--- src/rtl/mux_pipe_pkg.sv ---
// mux_pipe shared helpers: select width, pipeline depth, padded leaf count.
// Used by mux_pipe and mux_pipe_stage.
package mux_pipe_pkg;

  function automatic int sel_w(input int n);
    return (n <= 2) ? 1 : $clog2(n);
  endfunction

  function automatic int depth(input int n, input int levels);
    int d;
    d = (sel_w(n) + levels - 1) / levels;
    return (d < 1) ? 1 : d;
  endfunction

  function automatic int leaves(input int n);
    return 1 << sel_w(n);
  endfunction

endpackage

--- src/rtl/mux_pipe_stage.sv ---
// mux_pipe_stage: one register stage of the pipelined mux tree.
// Reduces 2^SI lanes by LVL 2:1 levels and registers valid/data/sel/err.
module mux_pipe_stage #(
  parameter int DATA_W = 1,
  parameter int SI     = 2,
  parameter int LVL    = 2,
  parameter bit ERR_EN = 1'b0,
  localparam int LI    = 1 << SI,
  localparam int LO    = LI >> LVL,
  localparam int SO    = (SI > LVL) ? SI - LVL : 1
) (
  input  logic                 clk,
  input  logic                 rst_n,
  input  logic                 i_adv,
  input  logic                 i_valid,
  input  logic [LI*DATA_W-1:0] i_data,
  input  logic [SI-1:0]        i_sel,
  input  logic                 i_err,
  output logic                 o_valid,
  output logic [LO*DATA_W-1:0] o_data,
  output logic [SO-1:0]        o_sel,
  output logic                 o_err
);

  logic [DATA_W-1:0]   w_t [LVL+1][LI];
  logic [LO*DATA_W-1:0] w_nd;
  logic                 r_valid;
  logic [LO*DATA_W-1:0] r_data;

  always_comb begin
    for (int k = 0; k <= LVL; k++)
      for (int i = 0; i < LI; i++)
        w_t[k][i] = '0;
    for (int i = 0; i < LI; i++)
      w_t[0][i] = i_data[i*DATA_W +: DATA_W];
    for (int k = 0; k < LVL; k++)
      for (int i = 0; i < (LI >> (k + 1)); i++)
        w_t[k+1][i] = i_sel[k] ? w_t[k][2*i+1]
                               : w_t[k][2*i];
  end

  always_comb begin
    w_nd = '0;
    for (int i = 0; i < LO; i++)
      w_nd[i*DATA_W +: DATA_W] = w_t[LVL][i];
  end

  always_ff @(posedge clk) begin
    if (!rst_n) begin
      r_valid <= 1'b0;
      r_data  <= '0;
    end else if (i_adv) begin
      r_valid <= i_valid;
      r_data  <= w_nd;
    end
  end

  assign o_valid = r_valid;
  assign o_data  = r_data;

  // Remaining select bits ride along for the later stages.
  if (SI > LVL) begin : g_sel
    logic [SO-1:0] r_sel;
    always_ff @(posedge clk) begin
      if (!rst_n)     r_sel <= '0;
      else if (i_adv) r_sel <= i_sel[SI-1:LVL];
    end
    assign o_sel = r_sel;
  end else begin : g_nosel
    assign o_sel = '0;
  end

  if (ERR_EN) begin : g_err
    logic r_err;
    always_ff @(posedge clk) begin
      if (!rst_n)     r_err <= 1'b0;
      else if (i_adv) r_err <= i_err;
    end
    assign o_err = r_err;
  end else begin : g_noerr
    logic w_unused_err;
    assign w_unused_err = i_err;
    assign o_err = 1'b0;
  end

endmodule

--- src/rtl/mux_pipe.sv ---
// mux_pipe: pipelined N:1 selector with valid/ready and global stall.
// Optional range check on in_sel via MUX_PIPE_RANGE_CHECK_EN.
module mux_pipe import mux_pipe_pkg::*; #(
  parameter int N_INPUTS     = 16,
  parameter int DATA_W       = 1,
  parameter int STAGE_LEVELS = 2,
  localparam int SEL_W       = sel_w(N_INPUTS)
) (
  input  logic                       clk,
  input  logic                       rst_n,
  input  logic [N_INPUTS*DATA_W-1:0] in_data,
  input  logic [SEL_W-1:0]           in_sel,
  input  logic                       in_valid,
  output logic                       in_ready,
  output logic [DATA_W-1:0]          out_data,
  output logic                       out_err,
  output logic                       out_valid,
  input  logic                       out_ready
);

  localparam int DEPTH  = depth(N_INPUTS, STAGE_LEVELS);
  localparam int LEAVES = leaves(N_INPUTS);

  logic                     w_adv;
  logic                     w_err;
  logic [LEAVES*DATA_W-1:0] w_pad;
  logic [LEAVES*DATA_W-1:0] w_d0;

  assign w_adv    = !out_valid || out_ready;
  assign in_ready = w_adv;

  if (LEAVES > N_INPUTS) begin : g_pad
    assign w_pad = {{((LEAVES - N_INPUTS) * DATA_W){1'b0}}, in_data};
  end else begin : g_nopad
    assign w_pad = in_data;
  end

`ifdef MUX_PIPE_RANGE_CHECK_EN
  localparam bit ERR_EN = 1'b1;
  localparam logic [SEL_W:0] NLIM = (SEL_W + 1)'(N_INPUTS);
  assign w_err = ({1'b0, in_sel} >= NLIM);
`else
  localparam bit ERR_EN = 1'b0;
  assign w_err = 1'b0;
`endif

  assign w_d0 = w_err ? '0 : w_pad;

  for (genvar j = 0; j < DEPTH; j++) begin : g_st
    localparam int SI = SEL_W - j * STAGE_LEVELS;
    localparam int LV = (SI < STAGE_LEVELS) ? SI : STAGE_LEVELS;
    localparam int LI = 1 << SI;
    localparam int LO = LI >> LV;
    localparam int SO = (SI > LV) ? SI - LV : 1;

    logic                 w_iv;
    logic [LI*DATA_W-1:0] w_id;
    logic [SI-1:0]        w_is;
    logic                 w_ie;
    logic                 w_ov;
    logic [LO*DATA_W-1:0] w_od;
    logic [SO-1:0]        w_os;
    logic                 w_oe;

    if (j == 0) begin : g_src
      assign w_iv = in_valid;
      assign w_id = w_d0;
      assign w_is = in_sel;
      assign w_ie = w_err;
    end else begin : g_link
      assign w_iv = g_st[j-1].w_ov;
      assign w_id = g_st[j-1].w_od;
      assign w_is = g_st[j-1].w_os;
      assign w_ie = g_st[j-1].w_oe;
    end

    mux_pipe_stage #(
      .DATA_W (DATA_W),
      .SI     (SI),
      .LVL    (LV),
      .ERR_EN (ERR_EN)
    ) u_stage (
      .clk     (clk),
      .rst_n   (rst_n),
      .i_adv   (w_adv),
      .i_valid (w_iv),
      .i_data  (w_id),
      .i_sel   (w_is),
      .i_err   (w_ie),
      .o_valid (w_ov),
      .o_data  (w_od),
      .o_sel   (w_os),
      .o_err   (w_oe)
    );
  end

  assign out_valid = g_st[DEPTH-1].w_ov;
  assign out_data  = g_st[DEPTH-1].w_od;
  assign out_err   = g_st[DEPTH-1].w_oe;

  logic w_unused;
  assign w_unused = ^g_st[DEPTH-1].w_os;

endmodule

--- config.mk ---
export PLATFORM = sky130hd
export DESIGN_NAME = mux_pipe
export DESIGN_NICKNAME = d
export VERILOG_FILES = /design/src/rtl/mux_pipe_pkg.sv /design/src/rtl/mux_pipe_stage.sv /design/src/rtl/mux_pipe.sv
export SDC_FILE = /design/constraint.sdc
export NUM_CORES = 1
export LEC_CHECK = 0
export BUFFER_PORTS_ARGS = -buffer_cell sky130_fd_sc_hd__buf_2
export CAP_MARGIN = 20
export CORE_AREA = 3 3 40 42
export DETAILED_ROUTE_END_ITERATION = 10
export DIE_AREA = 0 0 43 45
export PLACE_DENSITY = 0.68
export SLEW_MARGIN = 20
export SYNTH_ARGS = -nofsm -noshare
export SYNTH_HDL_FRONTEND = slang
export SYNTH_SLANG_ARGS = --single-unit
--- constraint.sdc ---
create_clock -name clk -period 1.32 [get_ports clk]
set_input_delay 0.066 -clock clk [delete_from_list [all_inputs] [get_ports clk]]
set_output_delay 0.066 -clock clk [all_outputs]
set_load 0.05 [all_outputs]
==> metrics.md, run 1 <==
| Metric | Value |
|---|---|
| Synth Register Bits | 9 |
| Sequential area share after synthesis | 36.5% |
| Final non-filler cell total | 90 |
| CP max stage delay | 0.31 ns |
| Initial Util | 38.4% |
| VDD IR max | 0.760 mV |
| Vias per cell | 4.87 |
| Top-Level Pins | 28 |
| Seq pwr share | 46.5% |
| Synth unique cells | 17 |
| Drt first pass iters | 4 |
| Clk_lat worst skew | 0.26 ns |
| Gate Count Post-Synth | 48 |
| Syn Nets | 72 |
| H-Tree Depth | 1 |
| Post-synth EDFFs | 0 |
| RR Endpoint | g_st[1].u_stage.o_data$_SDFFE_PN0P_ |
| Syn Area/Cell | 10.3 sq um |
| Die W | 43 um |
| Hold/Removal Path Class | in2reg |
| Hold WS | 0.0492 ns |
| CTS Sinks | 9 |
| # port buffers | 26 |
| Clock power frac | 32.7% |
| R2R Setup Slk | 0.25 ns |
| Worst setup EP type | output pin |
| F_max | 801 MHz |
| Final Hold Vio Count | 0 |
| Nets | 100 |
| R2R Path Start | g_st[0].u_stage.o_sel[0]$_SDFFE_PN0P_ |
| Crit path kind | reg2out |
| Switch Pwr | 178 uW |
| Combinational share of power | 20.8% |
| Startpoint Class | register |
| Placed instance count | 86 |
| Critical Path AT | 1.18 ns |
| Dpl hpwl | 847 um |
| Initial DRC count | 2 |
| Total Power | 653 uW |
| Worst Setup EP | in_ready |
| First-pass GRT wire length | 1.73 mm |
| Net Sw Frac | 27.2% |
| GRT Total Usage | 12.6% |
| Clock Tree Root | clkbuf_4 |
| Vias in the first global route | 418 |
| Area of the mapped netlist | 493 sq um |
| Worst Clk Skew | 0.00148 ns |
| Max-cap violations | 0 |
| Crit path cell chain | nor2b_1 > buf_4 > inv_8 > clkbuf_4 |
| Overall routed net length | 1.03 mm |
| FP Rows | 13 |
| Yosys warns | 0 |
| Max Slew Vio Count | 0 |
| Final min period | 1.25 ns |
| Top FF cell, synth | dfxtp_1 |
| Final instance area | 651 sq um |
| CTS buffer count | 3 |
| Grt ovf | 0 |
| RSZ-0062 raised after global routing | false |
| Antenna violations before repair | 0 |
| Residual DRC | 0 |
| Placed cell areas | 622 sq um |
| Diodes inserted | 0 |
| Routed Antenna Nets | 0 |
| Asr flop ratio synth | 0% |
| Detailed-route wire length per cell | 11.4 um |
| Setup-failing EPs final | 0 |
| P per Cell Area | 1000 nW/um^2 |
| CP required | 1.25 ns |
| CTS tree | done |
| Core area | 1280 sq um |
| Run status | complete, no violations |
| Maximum fanout along the worst path | 10 |
| Critical path's slowest cell | dfxtp_2 |
| LEAKAGE | 0.000316 uW |
| Layout cells sized above 1 | 46.7% |
| FF-to-FF path depth | 3 |
| CP startpoint | g_st[1].u_stage.o_valid$_SDFFE_PN0P_ |
| GPL Wtd Cong | 0.688 |
| Die ar. | 1940 sq um |
| Final TNS setup | 0 ns |
| Internal power | 475 uW |
| Period utilization | 94.6% |
| Vias | 438 |
| Clock Pin Slew Worst Setup and Hold Paths | 0.06 ns |
| Largest net degree at the start of global routing | 12 |
| DIE HEIGHT | 45 um |
| Hold_buf cts | 0 |
| P&R area growth vs syn | 32.0% |
| CTS max path bufs | 2 |
-- state kept, by name, summed over array words and instances, names as in the netlist --
signal,cells
g_st.u_stage.o_sel,2
g_st.u_stage.o_valid,2
g_st.u_stage.o_data,5
-- logic make-up after synthesis --
family	synth area share [%]
AOI/OAI and AO/OA	14.7
buffers and inverters	8.12
DFF	36.5
other	0.761
and+or+nand+nor	19.0
muxes	20.8
-- metal layers --
| metal | wire, um | GRT usage, % | part of all wire (%) | up-vias |
|---|---|---|---|---|
| met5 | 0 | 0 | 0 | - |
| met4 | 38 | 10.8 | 3.7 | 0 |
| met3 | 51 | 4.78 | 5.0 | 4 |
| met2 | 527 | 18.9 | 51 | 11 |
| met1 | 409 | 13.9 | 40 | 196 |
| li1 | - | - | - | 227 |
-- power groups by stage --
stage               logic, uW  registers, uW  clock network [uW]
floorplan                79.8            322                   0
global placement          135            309                   0
detailed placement        137            310                   0
CTS                       137            304                 214
global route              149            306                 240
finish                    136            303                 213
-- through the flow --
stage                     setup WS (ns)  utilization (%)
final                            0.0713             50.6
after detailed placement          0.252             48.4
after CTS                        0.0340             50.4
after floorplan                  0.0968                -
after global routing             0.0191             50.6
after global placement            0.268             48.4
-- layout by cell type (no fill, tap or decap) --
cell type	n
buf_2	25
dfxtp_1	8
o221ai_1	4
nand3b_4	1
nand2_1	8
inv_8	1
dfxtp_2	1
nor2b_1	1
clkbuf_1	1
nand3_1	4
mux4_2	1
buf_4	1
clkbuf_4	4
a21boi_1	1
mux2i_1	8
o21a_1	1
conb_1	1
nand3_4	1
a21boi_0	3
-- critical path, delay by kind of cell (launching register included) --
kind	cells	cell delay [ns]
buffers and inverters	3	0.50
DFF	1	0.31
and+or+nand+nor	1	0.12
-- layout make-up --
| cell class | count | area (sq um) |
|---|---|---|
| Fill cell | 130 | 634 |
| Sequential cell | 9 | 181 |
| Inverter | 1 | 11.3 |
| Tap cell | 15 | 18.8 |
| Multi-Input combinational cell | 34 | 273 |
| Timing Repair Buffer | 27 | 140 |
| Clock buffer | 4 | 26.3 |
-- worst min-delay path by stage --
| stage | depth (start not counted) | slack, ns | endpoint | start |
|---|---|---|---|---|
| floorplan | 2 | 0.21 | g_st[0].u_stage.o_sel[0]$_SDFFE_PN0P_ | in_sel[2] |
| global placement | 3 | 0.32 | g_st[0].u_stage.o_valid$_SDFFE_PN0P_ | in_valid |
| detailed placement | 3 | 0.32 | g_st[0].u_stage.o_sel[1]$_SDFFE_PN0P_ | in_sel[3] |
| CTS | 3 | 0.05 | g_st[0].u_stage.o_valid$_SDFFE_PN0P_ | in_valid |
| global route | 3 | 0.04 | g_st[0].u_stage.o_sel[1]$_SDFFE_PN0P_ | in_sel[3] |
| finish | 3 | 0.05 | g_st[0].u_stage.o_valid$_SDFFE_PN0P_ | in_valid |
-- synth_stat cells (2+ instances only) --
cell | instances | area share, %
o221ai_1 | 4 | 7.1
a21boi_0 | 3 | 4.6
dfxtp_1 | 9 | 37
buf_2 | 2 | 2.0
mux2i_1 | 8 | 16
nand2_1 | 8 | 6.1
nand3_1 | 4 | 4.1
-- timing repair --
action,CTS,global route
endpoints found under the setup margin,0,1
buffers inserted,0,0
resized for setup,0,1
(Power assumes the default switching activity.)
==> run 2: changes to the inputs <==
--- a/config.mk
+++ b/config.mk
@@ -7,11 +7,12 @@
 export LEC_CHECK = 0
 export BUFFER_PORTS_ARGS = -buffer_cell sky130_fd_sc_hd__buf_2
 export CAP_MARGIN = 20
-export CORE_AREA = 3 3 40 42
+export CORE_MARGIN = 3
+export CORE_UTILIZATION = 40
 export DETAILED_ROUTE_END_ITERATION = 10
-export DIE_AREA = 0 0 43 45
-export PLACE_DENSITY = 0.68
+export PLACE_DENSITY = 0.72
 export SLEW_MARGIN = 20
 export SYNTH_ARGS = -nofsm -noshare
 export SYNTH_HDL_FRONTEND = slang
+export SYNTH_HIERARCHICAL = 1
 export SYNTH_SLANG_ARGS = --single-unit
==> run 2 against run 1 <==
  * Core utilization up 5.8 points
  * Clock skew about the same
  * Maximum frequency up 13%
  * Via count is 0.68% higher
  * Die area fell by 12%
  * First-iteration DRC count rose to 5.5 times the previous value
  * Hold slack gained 0.022 ns
  * Register-to-register slack gained 0.12 ns
  * Final cell count decreased by 3.3%
  * Highest routed layer is now met3
  * Non-clock buffer count decreased by 1
  * Total power fell by 2.3%
  * Combinational power shrank 7%
==> metrics.md, run 2 <==
| Metric | Value |
|---|---|
| Worst setup EP type | output pin (unchanged) |
| Hold/Removal Path Class | in2reg (unchanged) |
| CP required | 1.25 ns (about the same) |
| Clock Tree Root | clkbuf_4 (unchanged) |
| Fin util | 56.5% (was 50.6%) |
| RR Endpoint | g_st[0].u_stage/o_data[3]$_SDFFE_PN0P_ (was g_st[1].u_stage.o_data$_SDFFE_PN0P_) |
| LEAKAGE | 0.000328 uW (was 0.000316 uW) |
| Initial Util | 43.8% (was 38.4%) |
| FP Rows | 12 (was 13) |
| R2R Path Start | g_st[1].u_stage/o_valid$_SDFFE_PN0P_ (was g_st[0].u_stage.o_sel[0]$_SDFFE_PN0P_) |
| Period utilization | 83.6% (was 94.6%) |
| Yosys warns | 6 (was 0) |
| CTS tree | done (unchanged) |
| Final TNS setup | 0 ns (unchanged) |
| Vias | 441 (was 438) |
| Die W | 41.3 um (was 43 um) |
| First-pass GRT wire length | 1.35 mm (was 1.73 mm) |
| Final Hold Vio Count | 0 (unchanged) |
| Hold_buf cts | 0 (unchanged) |
| Vias in the first global route | 327 (was 418) |
| Detailed-route wire length per cell | 11.6 um (was 11.4 um) |
| VDD IR max | 0.566 mV (was 0.760 mV) |
| Worst slack at placement | 0.392 ns (was 0.252 ns) |
| R2R Setup Slk | 0.37 ns (was 0.25 ns) |
| Area of the mapped netlist | 499 sq um (was 493 sq um) |
| Routed Antenna Nets | 0 (unchanged) |
| Final min period | 1.10 ns (was 1.25 ns) |
| Fillers | 112 (was 130) |
| Syn Nets | 71 (was 72) |
| FF-to-FF path depth | 3 (unchanged) |
| Largest net degree at the start of global routing | 15 (was 12) |
| Clock Pin Slew Worst Setup and Hold Paths | 0.06 ns (about the same) |
| RSZ-0062 raised after global routing | false (unchanged) |
| Worst Clk Skew | 0.00126 ns (was 0.00148 ns) |
| Residual DRC | 0 (unchanged) |
| Placed cell areas | 618 sq um (was 622 sq um) |
| # port buffers | 26 (unchanged) |
| P per Cell Area | 990 nW/um^2 (was 1000 nW/um^2) |
| Run status | complete, no violations (unchanged) |
| Grt ovf | 0 (unchanged) |
| Clk_lat worst skew | 0.26 ns (about the same) |
| Final worst slack | 0.216 ns (was 0.0713 ns) |
| Core area | 1140 sq um (was 1280 sq um) |
| Max-cap violations | 0 (unchanged) |
| Max FFs per register | 5 (unchanged) |
| Initial DRC count | 11 (was 2) |
| Syn Area/Cell | 10.6 sq um (was 10.3 sq um) |
| Setup-failing EPs final | 0 (unchanged) |
| Min-delay src | in_valid (unchanged) |
| CTS buffer count | 3 (unchanged) |
| CTS max path bufs | 2 (unchanged) |
| Final instance area | 644 sq um (was 651 sq um) |
| Most common cell after layout, fill and taps aside | buf_2 (unchanged) |
| Maximum fanout along the worst path | 14 (was 10) |
| Antenna violations before repair | 0 (unchanged) |
| Overall routed net length | 1.01 mm (was 1.03 mm) |
| Nets | 98 (was 100) |
| H-Tree Depth | 1 (unchanged) |
| Top-Level Pins | 28 (unchanged) |
| Resized cells post-CTS | 0 (unchanged) |
| Die ar. | 1710 sq um (was 1940 sq um) |
| Startpoint Class | register (unchanged) |
| GRT Total Usage | 13.0% (was 12.6%) |
| Crit path kind | reg2out (unchanged) |
| DIE HEIGHT | 41.3 um (was 45 um) |
| Critical Path AT | 1.04 ns (was 1.18 ns) |
| Hold path cells | 3 (unchanged) |
| Commonest non-fill, non-tap cells in the layout | 26 x buf_2, 14 x mux2i_1, 8 x dfxtp_1, 7 x nand3b_1, 5 x o221ai_1 (was 25 x buf_2, 8 x nand2_1, 8 x mux2i_1, 8 x dfxtp_1) |
| CTS Sinks | 9 (unchanged) |
| Layout cells sized above 1 | 42.5% (was 46.7%) |
| P&R area growth vs syn | 29.1% (was 32.0%) |
| Gate Count Post-Synth | 47 (was 48) |
| Diodes inserted | 0 (unchanged) |
| Vias per cell | 5.07 (was 4.87) |
| Drt first pass iters | 3 (was 4) |
| F_max | 906 MHz (was 801 MHz) |
| GPL Wtd Cong | 0.729 (was 0.688) |
| Max Slew Vio Count | 0 (unchanged) |
| Setup bufs post-CTS | 0 (unchanged) |
| Dpl hpwl | 807 um (was 847 um) |
| Min-Delay Endpoint | g_st[0].u_stage/o_valid$_SDFFE_PN0P_ (was g_st[0].u_stage.o_valid$_SDFFE_PN0P_) |
## run 2: metal layers
layer | vias up | track usage, % | share of wire [%]
met5 | - | 0 | 0
met4 | 0 | 7.14 | 0
met2 | 8 | 17.3 | 52
met3 | 0 | 7.98 | 4.8
li1 | 231 | - | -
met1 | 202 | 15.8 | 43
## run 2: cell type report
type / instances / area (sq um) / share of cell area [%]
multi-input cells: 34 / 289 / 44.9
well taps: 14 / 17.5 / 2.72
repair buffers: 26 / 130 / 20.2
flip-flops and latches: 9 / 181 / 28.2
clock buffers: 4 / 26.3 / 4.08
## run 2: worst max-delay path by stage
stage / startpoint / end / slack, ns
final: g_st[1].u_stage/o_valid$_SDFFE_PN0P_ / in_ready / 0.22
after global routing: g_st[1].u_stage/o_valid$_SDFFE_PN0P_ / in_ready / 0.16
after CTS: g_st[1].u_stage/o_valid$_SDFFE_PN0P_ / in_ready / 0.20
after detailed placement: g_st[1].u_stage/o_valid$_SDFFE_PN0P_ / g_st[0].u_stage/o_data[3]$_SDFFE_PN0P_ / 0.39
after global placement: g_st[1].u_stage/o_valid$_SDFFE_PN0P_ / g_st[0].u_stage/o_data[0]$_SDFFE_PN0P_ / 0.42
after floorplan: g_st[1].u_stage/o_valid$_SDFFE_PN0P_ / g_st[0].u_stage/o_data[2]$_SDFFE_PN0P_ / 0.07
## run 2: critical path: stages (launching register included)
cell and delay, ns:
dfxtp_2 0.34, nand2b_4 0.15, buf_2 0.29
## run 2: stage by stage
stage          hold slack [ns]  instances  power [uW]
3_3_place_gp             0.323         83         435
3_5_place_dp             0.338         83         437
4_1_cts                 0.0585         87         656
5_1_grt                 0.0696         87         679
6_report                0.0709         87         638
2_1_floorplan            0.194         47         397
## run 2: report_power, final
part / switching (uW) / internal (uW)
logic: 63.9 / 61.7
registers: 12.6 / 292
clock network: 91.4 / 116
